<file path="src/rtl/channel.sv">
// channel: one-token buffered channel, 4-phase bundled-data handshakes on both sides; define CHANNEL_COUNT_EN to add xfer_count
module channel #(
    parameter int WIDTH = 8
) (
    input  logic             clk,
    input  logic             rst,
    input  logic             s_req,
    input  logic [WIDTH-1:0] s_data,
    output logic             s_ack,
    output logic             r_req,
    output logic [WIDTH-1:0] r_data,
    input  logic             r_ack
`ifdef CHANNEL_COUNT_EN
    ,
    output logic [15:0]      xfer_count
`endif
);
    localparam logic [0:0] S_IDLE = 1'b0;
    localparam logic [0:0] S_ACK  = 1'b1;
    localparam logic [1:0] R_IDLE = 2'd0;
    localparam logic [1:0] R_REQ  = 2'd1;
    localparam logic [1:0] R_RTZ  = 2'd2;

    logic [0:0] s_st, s_nxt;
    logic [1:0] r_st, r_nxt;
    logic       full, capture, consume;

    // capture looks at registered full, so it can never coincide with consume
    always_comb begin
        capture = s_st == S_IDLE && s_req && !full;
        consume = r_st == R_REQ && r_ack;
        s_nxt   = capture ? S_ACK : (s_st == S_ACK && !s_req) ? S_IDLE : s_st;
        r_nxt   = (r_st == R_IDLE && full) ? R_REQ :
                  consume                  ? R_RTZ :
                  (r_st == R_RTZ && !r_ack) ? R_IDLE :
                  (r_st == 2'd3)           ? R_IDLE : r_st;
    end

    always_ff @(posedge clk or posedge rst) begin
        if (rst) begin
            s_st   <= S_IDLE;
            r_st   <= R_IDLE;
            full   <= 1'b0;
            s_ack  <= 1'b0;
            r_req  <= 1'b0;
            r_data <= '0;
        end else begin
            s_st   <= s_nxt;
            r_st   <= r_nxt;
            full   <= capture | (full & !consume);
            s_ack  <= s_nxt == S_ACK;
            r_req  <= r_nxt == R_REQ;
            if (capture)
                r_data <= s_data;
        end
    end

`ifdef CHANNEL_COUNT_EN
    always_ff @(posedge clk or posedge rst) begin
        if (rst)
            xfer_count <= '0;
        else if (consume)
            xfer_count <= xfer_count + 16'd1;
    end
`endif
endmodule

</file>
<file path="config.mk">
export PLATFORM = sky130hd
export DESIGN_NAME = channel
export DESIGN_NICKNAME = d
export VERILOG_FILES = /design/src/rtl/channel.sv
export SDC_FILE = /design/constraint.sdc
export NUM_CORES = 1
export LEC_CHECK = 0
export ABC_AREA = 1
export CAP_MARGIN = 20
export CORE_UTILIZATION = 35
export DETAILED_ROUTE_END_ITERATION = 8
export GPL_TIMING_DRIVEN = 0
export PLACE_DENSITY_LB_ADDON = 0.12
export SLEW_MARGIN = 20
export SYNTH_ARGS = -nofsm -noshare
export SYNTH_HDL_FRONTEND = slang
export SYNTH_SLANG_ARGS = --single-unit
</file>
<file path="constraint.sdc">
create_clock -name clk -period 0.9 [get_ports clk]
set_input_delay 0.135 -clock clk [delete_from_list [all_inputs] [get_ports clk]]
set_output_delay 0.135 -clock clk [all_outputs]
set_load 0.005 [all_outputs]
</file>
==> impl_results.md <==
- IO Pins: 22
- DR WL/cell: 11.4 um
- Area grow syn2layout: 52.6%
- WP data required: 0.76 ns
- Via/cell ratio: 5.00
- Worst-Margin Slew: 0.491 ns
- Iter 0 DRT Violations: 7
- Family with the most delay on the worst path: flip-flops
- RePlAce Congestion: 0.616
- Initial antenna violation count: 0
- Worst setup EP type: output pin
- Ant diodes: 0
- Clk_lat worst skew: 0.28 ns
- Core ar.: 1350 um^2
- CTS tree: built
- Crit path kind: reg2out
- Final Max Tran Viols: 0
- Bufs and invs on worst path: 1
- Crit-path max cell delay: 0.40 ns
- H-tree level count: 1
- CP Launch Type: flip-flop
- Largest net degree at the start of global routing: 14
- Setup violators final: 17
- Final WL: 1.15 mm
- # nets final: 99
- Synth Area per Inst: 9.60 um^2
- Number of port buffers: 20
- Final hold slack: 0.172 ns
- Via count: 505
- Synth Cell Area: 528 um^2
- CTS clock-pin slew for the worst setup and hold paths: 0.09 ns
- Max Root-Sink Buffers: 2
- First-pass GRT wire length: 1.82 mm
- Synthesized flop and latch total: 13
- Final core utilization: 0.597
- Die area: 1670 um^2
- Fillcell total: 129
- Final setup margin: -0.0445 ns
- # rows: 13
- Minimum clock period: 0.944 ns
- Die W: 40.8 um
- Hold Crit Class: in2async
- Yosys synthesis warning count: 0
- Tot GR Track Use: 0.174
- Post-synthesis sequential area ratio: 0.616
- Post-synth cell types: 11
- R2R cell count: 5
- Slowest-stage cell, CP: dfrtp_1
- Fmax: 1060 MHz
- Critical Path Fanout Max: 2
- Clock Sink Count: 13
- Pre-CTS setup slack: -0.0768 ns
- Worst-path cell chain: buf_2
- Final antenna-violating net count: 0
- Static Leakage: 0.415 nW
- Failing checks: setup timing
- Starting Density: 0.391
- Max transition margin: 0.672
- Power density cells: 2940 nW/um^2
- DP Wirelength: 740 um
- Post-route clock period utilization: 1.05
- Arrival @ worst endpoint: 0.81 ns
- Grt total ovfl: 0
- Status: complete, but fails checks
- Syn_nets: 67
- Fin. Hold Viols: 0
- RSZ-0062 raised after global routing: yes
- Drc violations: 0
- DP Area: 747 um^2
- Total of max-cap violations: 0
- Num CTS Buffers: 3
- Root buf cell: clkbuf_4
- Number of global-route vias before repair: 418
- Clock skew: 0.00993 ns
- Layout cells sized above 1: 0.314
- Syn Inst Count: 55
- Chip Height: 40.8 um
- Number of cells on the critical path: 1
- Finished layout cell area: 806 um^2
- Pre-antenna DRT Iters: 4
- VDD IR max: 1400 uV
[flip-flops by register name (all words and copies together) (netlist names)]
name,flops
s_st,1
r_st,2
r_req,1
r_data,8
full,1
[metal layers]
layer  part of all wire  vias to the layer above  global-route usage
li1                   -                      251                   -
met1               0.45                      233               0.229
met2               0.47                       19               0.250
met3              0.067                        2              0.0326
met4              0.013                        0               0.125
met5                  0                        -                   0
[metrics by stage]
step           setup TNS, ns  cells  power, W
6_report              -0.250    101   0.00237
5_1_grt                -1.00    101   0.00257
4_1_cts               -0.385    100   0.00235
3_5_place_dp           -1.13     90   0.00197
3_3_place_gp           -1.09     90   0.00194
2_1_floorplan              0     55   0.00142
[repair_timing]
item | in CTS | in global routing
resized for setup | 46 | 3
hold buffers | 0 | 0
endpoints found under the setup margin | 18 | 18
pin swaps | 0 | 1
buffers inserted | 4 | 1
cloned | 2 | 0
[path summary, 6_finish.rpt]
path / slack, ns / to / start
max reg2reg: -0.02 / r_data[6]$_DFFE_PP0P_ / s_st$_DFFE_PP0P_
min reg2reg: 0.46 / r_data[6]$_DFFE_PP0P_ / r_data[6]$_DFFE_PP0P_
max: -0.04 / r_data[7] / r_data[7]$_DFFE_PP0P_
max in group asynchronous: 0.37 / full$_DFF_PP0_ / rst
min in group clk: 0.19 / s_st$_DFFE_PP0P_ / s_req
min: 0.17 / r_data[1]$_DFFE_PP0P_ / rst
[placed cells by master (no fill, tap or decap)]
cell             instances
buf_4                    5
o21ai_0                  2
nor2_1                   2
nand2_2                  1
nand4_1                  8
clkbuf_4                 3
buf_6                    1
dfrtp_1                 12
a21boi_0                 1
inv_4                    1
dfrtp_2                  1
clkdlybuf4s50_1         10
clkinv_4                 1
nand3_1                  1
inv_8                    1
buf_2                   10
nand2_1                 21
clkinv_2                 1
nand3_4                  2
inv_1                    2
[logic make-up after synthesis]
group           Yosys count  share of synthesized area
simple gates             34                      0.308
flops                    13                      0.616
compound gates            3                     0.0332
buf+inv                   5                     0.0427
[synth_stat cells, drive strengths merged]
library cell   n  area share
nand3          2       0.043
nand4          8       0.095
dfrtp         13        0.62
o21ai          2       0.019
inv            4       0.028
nand2         22        0.16
nor2           2       0.014
a21boi         1       0.014
buf            1       0.014
[final cells by class]
type	count	area, um^2	area share
Timing Repair Buffer	25	191	0.238
Clock inverter	1	5.00	0.00621
Sequential cell	13	327	0.405
Buffer	1	7.51	0.00932
Timing Repair inverter	1	6.26	0.00776
Multi-Input combinational cell	38	200	0.248
Clock buffer	3	22.5	0.0280
Tap cell	15	18.8	0.0233
Inverter	4	27.5	0.0342
[where the power goes]
| part | leakage, nW | internal [W] | switching [W] |
|---|---|---|---|
| registers | 0.160 | 0.000851 | 0.000165 |
| clock network | 0.0177 | 0.000165 | 0.000195 |
| logic | 0.236 | 0.000481 | 0.000511 |
(Power assumes the default switching activity.)
